**src/rtl/nn_seq_pkg.sv**
```systemverilog
// Shared types and geometry for the two-layer inference sequencer.
// Optional perf counters in nn_layer_sequencer are enabled by NN_SEQ_PERF_CNT_EN.
package nn_seq_pkg;

  localparam int unsigned L0_GROUPS = 4;
  localparam int unsigned L0_LEVELS = 8;
  localparam int unsigned L1_GROUPS = 2;
  localparam int unsigned L1_LEVELS = 4;
  localparam int unsigned GP_W      = 2;
  localparam int unsigned LVL_W     = 3;
  localparam int unsigned IDX_W     = 10;

  typedef enum logic [2:0] {
    S_IDLE,
    S_CLR,
    S_FETCH,
    S_ISSUE,
    S_WAIT,
    S_LOAD,
    S_DONE
  } state_t;

endpackage

```
**src/rtl/nn_seq_counter.sv**
```systemverilog
// Nested level -> group -> layer position counter with end-of-range flags.
module nn_seq_counter
  import nn_seq_pkg::*;
(
  input  logic             clk,
  input  logic             rst_n,
  input  logic             clear,
  input  logic             step_level,
  input  logic             step_group,
  output logic [GP_W-1:0]  gp,
  output logic             layer,
  output logic [LVL_W-1:0] level,
  output logic             last_level,
  output logic             last_group,
  output logic             last_layer
);

  // A group step rolls level to 0 and, past the last layer-0 group, moves to layer 1.
  always_ff @(posedge clk or negedge rst_n) begin
    if (!rst_n) begin
      gp    <= '0;
      layer <= 1'b0;
      level <= '0;
    end else if (clear) begin
      gp    <= '0;
      layer <= 1'b0;
      level <= '0;
    end else if (step_group) begin
      level <= '0;
      if (last_group) begin
        gp    <= '0;
        layer <= 1'b1;
      end else begin
        gp <= gp + GP_W'(1);
      end
    end else if (step_level) begin
      level <= level + LVL_W'(1);
    end
  end

  assign last_level = layer ? (level == LVL_W'(L1_LEVELS - 1)) : (level == LVL_W'(L0_LEVELS - 1));
  assign last_group = layer ? (gp == GP_W'(L1_GROUPS - 1)) : (gp == GP_W'(L0_GROUPS - 1));
  assign last_layer = layer;

endmodule

```
**src/rtl/nn_layer_sequencer.sv**
```systemverilog
// Drives the neuron datapath through one two-layer inference per accepted start.
// Define NN_SEQ_PERF_CNT_EN to add the cycle_cnt / stall_cnt performance outputs.
module nn_layer_sequencer
  import nn_seq_pkg::*;
#(
  parameter int unsigned IDX_BITS = IDX_W
) (
  input  logic                clk,
  input  logic                rst,
  input  logic                start,
  input  logic [IDX_BITS-1:0] img_index,
  input  logic                nrn_finish,
  output logic                nrn_start,
  output logic                nrn_rst,
  output logic [GP_W-1:0]     gp,
  output logic                layer,
  output logic [LVL_W-1:0]    level,
  output logic [3:0]          ld,
  output logic [1:0]          ld_ans,
  output logic [IDX_BITS-1:0] index,
  output logic                busy,
  output logic                done
`ifdef NN_SEQ_PERF_CNT_EN
  ,
  output logic [15:0]         cycle_cnt,
  output logic [15:0]         stall_cnt
`endif
);

  state_t state;
  logic   clear;
  logic   step_level;
  logic   step_group;
  logic   last_level;
  logic   last_group;
  logic   last_layer;

  assign clear      = (state == S_IDLE) && start;
  assign step_level = (state == S_WAIT) && nrn_finish && !last_level;
  assign step_group = (state == S_LOAD) && !(last_group && last_layer);

  nn_seq_counter u_counter (
    .clk        (clk),
    .rst_n      (rst),
    .clear      (clear),
    .step_level (step_level),
    .step_group (step_group),
    .gp         (gp),
    .layer      (layer),
    .level      (level),
    .last_level (last_level),
    .last_group (last_group),
    .last_layer (last_layer)
  );

  // Pulse outputs are set on the edge entering their state, so each lasts exactly that state.
  always_ff @(posedge clk or negedge rst) begin
    if (!rst) begin
      state     <= S_IDLE;
      nrn_start <= 1'b0;
      nrn_rst   <= 1'b0;
      ld        <= '0;
      ld_ans    <= '0;
      index     <= '0;
      busy      <= 1'b0;
      done      <= 1'b0;
    end else begin
      nrn_start <= 1'b0;
      nrn_rst   <= 1'b0;
      ld        <= '0;
      ld_ans    <= '0;
      done      <= 1'b0;
      case (state)
        S_IDLE: begin
          if (start) begin
            index   <= img_index;
            busy    <= 1'b1;
            nrn_rst <= 1'b1;
            state   <= S_CLR;
          end
        end
        S_CLR:   state <= S_FETCH;
        S_FETCH: begin
          nrn_start <= 1'b1;
          state     <= S_ISSUE;
        end
        S_ISSUE: state <= S_WAIT;
        S_WAIT: begin
          if (nrn_finish) begin
            if (last_level) begin
              if (layer) ld_ans <= 2'(2'd1 << gp[0]);
              else       ld     <= 4'(4'd1 << gp);
              state <= S_LOAD;
            end else begin
              state <= S_FETCH;
            end
          end
        end
        S_LOAD: begin
          if (last_group && last_layer) begin
            done  <= 1'b1;
            state <= S_DONE;
          end else begin
            nrn_rst <= 1'b1;
            state   <= S_CLR;
          end
        end
        S_DONE: begin
          busy  <= 1'b0;
          state <= S_IDLE;
        end
        default: state <= S_IDLE;
      endcase
    end
  end

`ifdef NN_SEQ_PERF_CNT_EN
  // Cycle count covers CLR through the final LOAD; both counters hold once idle.
  always_ff @(posedge clk or negedge rst) begin
    if (!rst) begin
      cycle_cnt <= '0;
      stall_cnt <= '0;
    end else if (clear) begin
      cycle_cnt <= '0;
      stall_cnt <= '0;
    end else begin
      if (busy && (state != S_DONE) && (cycle_cnt != 16'hFFFF))
        cycle_cnt <= cycle_cnt + 16'd1;
      if ((state == S_WAIT) && !nrn_finish && (stall_cnt != 16'hFFFF))
        stall_cnt <= stall_cnt + 16'd1;
    end
  end
`endif

endmodule

```
**config.mk**
```make
export PLATFORM = sky130hd
export DESIGN_NAME = nn_layer_sequencer
export DESIGN_NICKNAME = d
export VERILOG_FILES = /design/src/rtl/nn_seq_pkg.sv /design/src/rtl/nn_seq_counter.sv /design/src/rtl/nn_layer_sequencer.sv
export SDC_FILE = /design/constraint.sdc
export NUM_CORES = 1
export LEC_CHECK = 0
export ABC_CLOCK_PERIOD_IN_PS = 2410
export CAP_MARGIN = 20
export CORE_MARGIN = 8
export CORE_UTILIZATION = 35
export CTS_BUF_LIST = sky130_fd_sc_hd__clkbuf_8 sky130_fd_sc_hd__clkbuf_16
export DETAILED_ROUTE_END_ITERATION = 10
export DONT_BUFFER_PORTS = 1
export PLACE_DENSITY_LB_ADDON = 0.05
export SKIP_LAST_GASP = 1
export SLEW_MARGIN = 20
export SYNTH_ARGS = -nofsm -noshare
export SYNTH_HDL_FRONTEND = slang
export SYNTH_SLANG_ARGS = --single-unit
```
**constraint.sdc**
```tcl
create_clock -name clk -period 2.41 [get_ports clk]
set_clock_uncertainty 0.1 [all_clocks]
set_input_delay 0.482 -clock clk [delete_from_list [all_inputs] [get_ports clk]]
set_output_delay 0.482 -clock clk [all_outputs]
set_load 0.01 [all_outputs]
```
=== Yosys cells after proc, flatten, opt, wreduce, memory -nomap -nowiden ===
Cells that the tools add are included.

* Add/subtract/negate cells: 2
* Multiply operators: 0
* Div/mod/pow operators: 0
* Magnitude comparators: 0
* Equality and inequality tests: 12
* Shift operators: 2
* Muxes and demuxes: 32
* Bitwise logic cells: 0
* Reductions and logical operators: 16

{| class="wikitable"
|+ Operators by type and width
! kind !! number
|-
| two-way mux 3 bit || 7
|-
| one-hot mux 3 bit (6 select lines) || 1
|-
| two-way mux 4 bit || 4
|-
| two-way mux 2 bit || 7
|-
| == test 3 bit (second input constant) || 4
|-
| two-way mux 1 bit || 11
|-
| == test 3 x 2 -> 1 bit (second input constant) || 3
|-
| AND reduction 2 bit || 4
|-
| nonzero test 2 bit || 3
|-
| logical AND 1 bit || 5
|-
| inequality test 2 bit (second input constant) || 2
|-
| one-hot mux 1 bit (2 select lines) || 2
|-
| << shifter 1 x 2 -> 4 bit (first input constant) || 1
|-
| adder 3 x 1 -> 3 bit (second input constant) || 1
|-
| == test 3 x 1 -> 1 bit (second input constant) || 1
|-
| zero test 3 bit || 1
|-
| nonzero test 3 bit || 1
|-
| adder 2 x 1 -> 2 bit (second input constant) || 1
|-
| == test 2 x 1 -> 1 bit (second input constant) || 1
|-
| == test 2 bit (second input constant) || 1
|-
| zero test 1 bit || 2
|-
| << shifter 1 x 1 -> 2 bit (first input constant) || 1
|}

* Flip-flop bits (word level): 29
* Latch bits: 0
* Memory bits (writable): 0
* Bits in read-only memories: 0
* Bits of input ports: 14
* Output and inout bits: 26
* Memories: 0

=== Depth between registers and ports, before layout ===
* Word-level depth: 7
* Gate-level depth with buffers: 5
* Gate-level depth less buffers: 4

=== By module ===
Synthesis repeated with hierarchy kept, for this count alone.

* Cell total of the unflattened synthesis: 102
* Area, all modules: 1,307.5 um^2

{| class="wikitable"
|+ By module, submodules not included
! module !! times used !! cells each !! area each (um^2) !! seq. area each (um^2)
|-
| nn_layer_sequencer || 1 || 75 || 993.5 || 575.6
|-
| nn_seq_counter || 1 || 27 || 314.1 || 150.1
|}

=== Least setup slack after synthesis ===
OpenSTA, ideal clock, no wires.

* Path kind: register to register
* Start point: reg state[2]
* End point: reg index[0]
* Setup time: 116 ps
* Arrival: 1,216 ps
* Required time: 2,194 ps
* Slack: 978 ps
* Cell stages (with the launch flop): 5
* Buffers on the path: 1
* Clock period less this slack: 1,432 ps
* Path through: dfrtp_1 > or4b_4 > buf_6 > nand2_1 > nand2_1

* Longest elaborated chain between the ends: 2

{| class="wikitable"
|+ Ends and longest elaborated chain
! what !! RTL line !! source
|-
| start, declared || nn_layer_sequencer.sv:30 || <nowiki>state_t state;</nowiki>
|-
| start signal, assigned || nn_layer_sequencer.sv:59 || <nowiki>state <= S_IDLE;</nowiki>
|-
| start signal, assigned || nn_layer_sequencer.sv:79 || <nowiki>state <= S_CLR;</nowiki>
|-
| start signal, assigned || nn_layer_sequencer.sv:82 || <nowiki>S_CLR: state <= S_FETCH;</nowiki>
|-
| zero test 3 bit || nn_layer_sequencer.sv:73 || <nowiki>case (state)</nowiki>
|-
| AND reduction 2 bit (no source line) || n/a ||
|-
| end signal, assigned || nn_layer_sequencer.sv:76 || <nowiki>index <= img_index;</nowiki>
|-
| end, declared || nn_layer_sequencer.sv:20 || <nowiki>output logic [IDX_BITS-1:0] index,</nowiki>
|}

Every way passes these cells.
A chain may end at the register's enable or synchronous reset.

=== Worst setup path in the final report ===
* Start point: reg state[2]
* End point: reg u_counter.level[0]

* Longest elaborated chain between the ends: 4

{| class="wikitable"
|+ Ends and longest elaborated chain
! what !! RTL line !! source
|-
| == test 3 bit (on tied branches) || nn_layer_sequencer.sv:40, nn_layer_sequencer.sv:39 ||
|-
| logical AND 1 bit (on tied branches) || nn_layer_sequencer.sv:40, nn_layer_sequencer.sv:39 ||
|-
| two-way mux 3 bit or logical AND 1 bit (tied branches) || nn_seq_counter.sv:28, nn_layer_sequencer.sv:39 ||
|-
| two-way mux 3 bit or nonzero test 3 bit (tied branches) || n/a ||
|-
| end signal, assigned || nn_seq_counter.sv:37 || <nowiki>level <= level + LVL_W'(1);</nowiki>
|-
| end, declared || nn_seq_counter.sv:12 || <nowiki>output logic [LVL_W-1:0] level,</nowiki>
|}

Parallel ways exist; a longest one is shown, timed or not.

==> results.md <==
Power:
- The proportion of power drawn by flip-flops and latches is 53.2%.
- Summed over all nets, the switching power comes to 0.639 mW.
- The static leakage is 0.737 nW.
- The internal portion of the total power is 1.01 mW.
- The worst IR drop on VDD is 420 µV.
- Dividing total power by cell area gives a power density of roughly 1100 nW/µm².
- The total design power is 1.65 mW.
- The power share of the combinational group is 24.1%.
- In this run, the clock network consumes ~23% of the power.
- The switching part of the total power is between 30% and 40%.

CTS:
- CTS placed an instance of clkbuf_8 at the clock tree root.
- CTS built an H-tree with a depth of 2.
- The TritonCTS clock tree is built.
- The insertion delay of the later-clocked pin in the worst-skew pair is 0.28 ns.
- The clock input transition at the sequential cells of the worst setup and hold paths is 0.06 ns.
- The number of buffers inserted during clock tree synthesis is 5.
- The number of clock sinks is 29.
- Once the clock tree was built, the resizer swapped 0 gates to a different size.
- The longest clock path from root to sink contains 2 buffers.

Hold path:
- The worst hold path passes through 2 cells.
- The class of the worst hold path is in2reg.

Floorplanning:
- The placeable core region is 3720 µm².
- The die is 78.7 µm wide.
- The floorplan step defined a die boundary enclosing 6200 µm².
- The initial core utilization is 37.0%.
- The standard-cell row count is 22.
- The die is between 70 and 80 µm tall.
- The boundary pin count is 40.

Route:
- The count of nets left with antenna violations once routing finished came out at 0.
- Across all layers, the routed design uses 925 vias.
- Using the TritonRoute via totals, the vias-per-cell ratio works out to 4.97.
- Summed over all layers, the routed wires come to 2980 µm.
- The DRC violation count after routing is 0.
- For this block, the initial DRC count from the detailed router was 27.
- Dividing the detail-routed wire length by the instance count gives 16.0 µm.
- For this run, the detailed router's first-pass iteration total came to 4.

Status:
- The flow ran to the end, and the final reports show no timing, DRC or antenna violations.

Timing:
- Setup violations remaining at the end of the flow were counted as 0.
- Setup repair after global routing left no endpoint under its margin.
- The post-route fraction of the period consumed by the critical path is a little over two thirds.
- Adding up every negative setup slack in the final design gives 0 ns.
- The measured slew at the worst slew-check pin is between 0.7 and 0.8 ns.
- The max-slew violation count is 0.
- The max-slew headroom at the worst pin is 53.1%.
- The final hold violation count is 0.
- Based on the critical path, the design can be clocked at up to between 0.5 and 0.6 GHz.
- The smallest clock period supported by the final layout is computed as 1.70 ns.

Final layout:
- Measured on the finished design, the core utilization comes to around two fifths.
- Fill cells in the final layout number around 390.
- The number of inserted diodes is 0.
- The total non-filler cell area in the finished layout is 1510 µm².
- The relative area change from synthesis to final layout is 9.91%.
- The post-route netlist has ~12% of its cells at a drive strength greater than 1.
- After the last flow step, the layout net total stands at 156.
- The final cell count without fillers is 186.

Critical path:
- The start-to-end type of the worst setup path is reg2reg.
- The standard cell with the maximum stage delay on the critical path is or4b_4.
- The worst setup slack for register-to-register paths is 0.71 ns.
- STA classifies the critical path startpoint as a register.
- Walking the worst path, the cells encountered are or4b_4 -> o211ai_1 -> mux2i_1.
- The cell depth of the worst setup path is 3.
- The data arrival at the endpoint of the critical path is between 1.5 and 2 ns.
- The highest cell delay on the worst timing path is 0.70 ns.
- The worst setup path is captured at a register.
- The worst-path maximum fanout is 14.
- The number of buffer and inverter stages on the critical path is 0.
- The number of cell instances on the worst register-to-register path is 3.
- The critical path data required time is roughly 2.5 ns.
- Grouping stages by cell kind, the critical path spends the most delay in simple AND/OR/NAND/NOR gates.

GRT:
- Entering global routing, the biggest net connects 30 pins.
- The initial antenna violation count was 0.
- The overall global routing resource usage is roughly a tenth.
- The first-pass GRT wire length is 4750 µm.
- The number of global-route vias before repair is 908.
- Summed over all layers, the global routing overflow is 0.

Yosys:
- The number of warnings reported in the yosys synthesis log is 0.
- The share of Yosys cell area claimed by the top area cell type is 52.7%.
- Of all flip-flops after synthesis, the portion carrying an async set or reset was 100%.
- In this run, distinct cell masters in the synthesized netlist total 40.
- Counting every net in the synthesized netlist gives about 150.
- The cell type with the highest aggregate area in the netlist is dfrtp_1.
- The most used flip-flop cell after synthesis is dfrtp_1.
- The post-synthesis register bit count is 29.
- A synthesized cell averages 10.3 µm².
- The post-synthesis instance area is between 1000 and 1500 µm².
- By area the synthesized netlist is led by dfrtp_1, nand2_1, ha_1.
- Synthesis handed over a netlist of 133 instances.
- The synthesized design contains 0 enable-type register cells.
- For this run, the register share of the synthesized area comes to 52.7%.

Place:
- The half-perimeter wire length after detailed placement is 2160 µm.
- The count of buffers added on input and output ports is 0.
- The weighted congestion reported at the end of routability-driven placement is 0.729.
- Summing all placed instances gives a cell area of 1400 µm².
- The cell count after placement is 176.

Job:
- The tool flagged a number of max-cap violations equal to 0.
-- layout by cell type, fill, tap and decap left out, drive strengths merged --
master,netlist,layout
nand2,33,33
dfrtp,29,29
nor2,10,10
inv,7,8
a21oi,6,6
ha,5,5
clkbuf,0,5
o31a,3,3
nor4b,3,3
nand2b,2,2
o21ai,2,2
o211ai,2,2
a21o,2,2
mux2i,2,2
clkinv,0,2
nor3,2,2
and3b,2,2
a211oi,2,2
nand3b,1,1
or4b,1,1
nor3b,1,1
nand3,1,1
nor2b,1,1
nand4,1,1
xor2,1,1
nand4bb,1,1
a21boi,1,1
o21bai,1,1
nor4,1,1
and3,1,1
nand4b,1,1
a31o,1,1
a31oi,1,1
o31ai,1,1
buf,5,1
dlygate4sd3,0,1
-- cell usage after synthesis (2+ instances only) --
| library cell | instances |
|---|---|
| a21o_1 | 2 |
| a21oi_1 | 6 |
| buf_2 | 2 |
| buf_4 | 2 |
| dfrtp_1 | 29 |
| ha_1 | 5 |
| inv_1 | 7 |
| mux2i_1 | 2 |
| nand2_1 | 33 |
| nand2b_1 | 2 |
| nor2_1 | 10 |
| o211ai_1 | 2 |
| o21ai_1 | 2 |
| o31a_1 | 3 |
-- sequential cells by signal, indices dropped and copies added, names as in the netlist --
name / count
index: 10
state: 3
nrn_start: 1
busy: 1
u_counter.last_layer: 1
done: 1
ld_ans: 2
nrn_rst: 1
u_counter.level: 3
u_counter.gp: 2
ld: 4
-- stage by stage --
step	setup WS, ns	hold slack (ns)
after floorplan	0.978	0.0864
after global routing	0.606	0.204
after CTS	0.691	0.201
after detailed placement	0.706	0.0874
final	0.714	0.210
after global placement	0.748	0.0873
-- power by group through the flow --
stage	combinational, mW	sequential, mW	clock [mW]
6_report	0.397	0.879	0.375
5_1_grt	0.462	0.911	0.418
4_1_cts	0.407	0.886	0.390
3_5_place_dp	0.390	0.895	0
3_3_place_gp	0.381	0.887	0
2_1_floorplan	0.418	0.792	0
-- path summary, 6_finish.rpt --
| check | from | to |
|---|---|---|
| worst max-delay path | state[2] | u_counter.level[0] |
| worst min-delay path | img_index[3] | index[3] |
| worst max register to register | state[2] | u_counter.level[0] |
| worst min register to register | index[6] | index[6] |
| max in group asynchronous | rst | state[2] |
| min in group asynchronous | rst | u_counter.gp[0] |
-- layout make-up --
cell class	instances	area [µm²]	area share, %
flip-flops and latches	29	726	48.0
clock inverters	3	13.8	0.910
clock buffers	5	68.8	4.55
well taps	48	60.1	3.97
multi-input cells	92	588	38.9
inverters	7	26.3	1.74
repair buffers	2	30.0	1.99
-- cells by family (layout without fill, tap and decap cells) --
group	Yosys count	count (layout)	share of synthesized area, %
AOI/OAI and AO/OA	22	22	11.2
xor gates and xnor gates	1	1	0.636
adders and majority gates	5	5	4.55
buffers and inverters	12	17	4.55
DFF	29	29	52.7
muxes	2	2	1.45
and+or+nand+nor	62	62	24.9
-- timing repair --
| item | 4_1_cts | 5_1_grt |
|---|---|---|
| hold buffers | 2 | 0 |
| endpoints found under the setup margin | 0 | 0 |
| buffers inserted | 0 | 0 |
| endpoints found under the hold margin | 29 | 0 |
-- layer usage --
layer	global-route usage [%]	vias up	share of wire [%]
met5	0	-	0
met4	4.44	0	1.8
met3	5.18	7	9.7
met2	15.7	27	47
met1	11.0	430	42
li1	-	461	-
No activity file was read; power rests on OpenSTA's default activity.
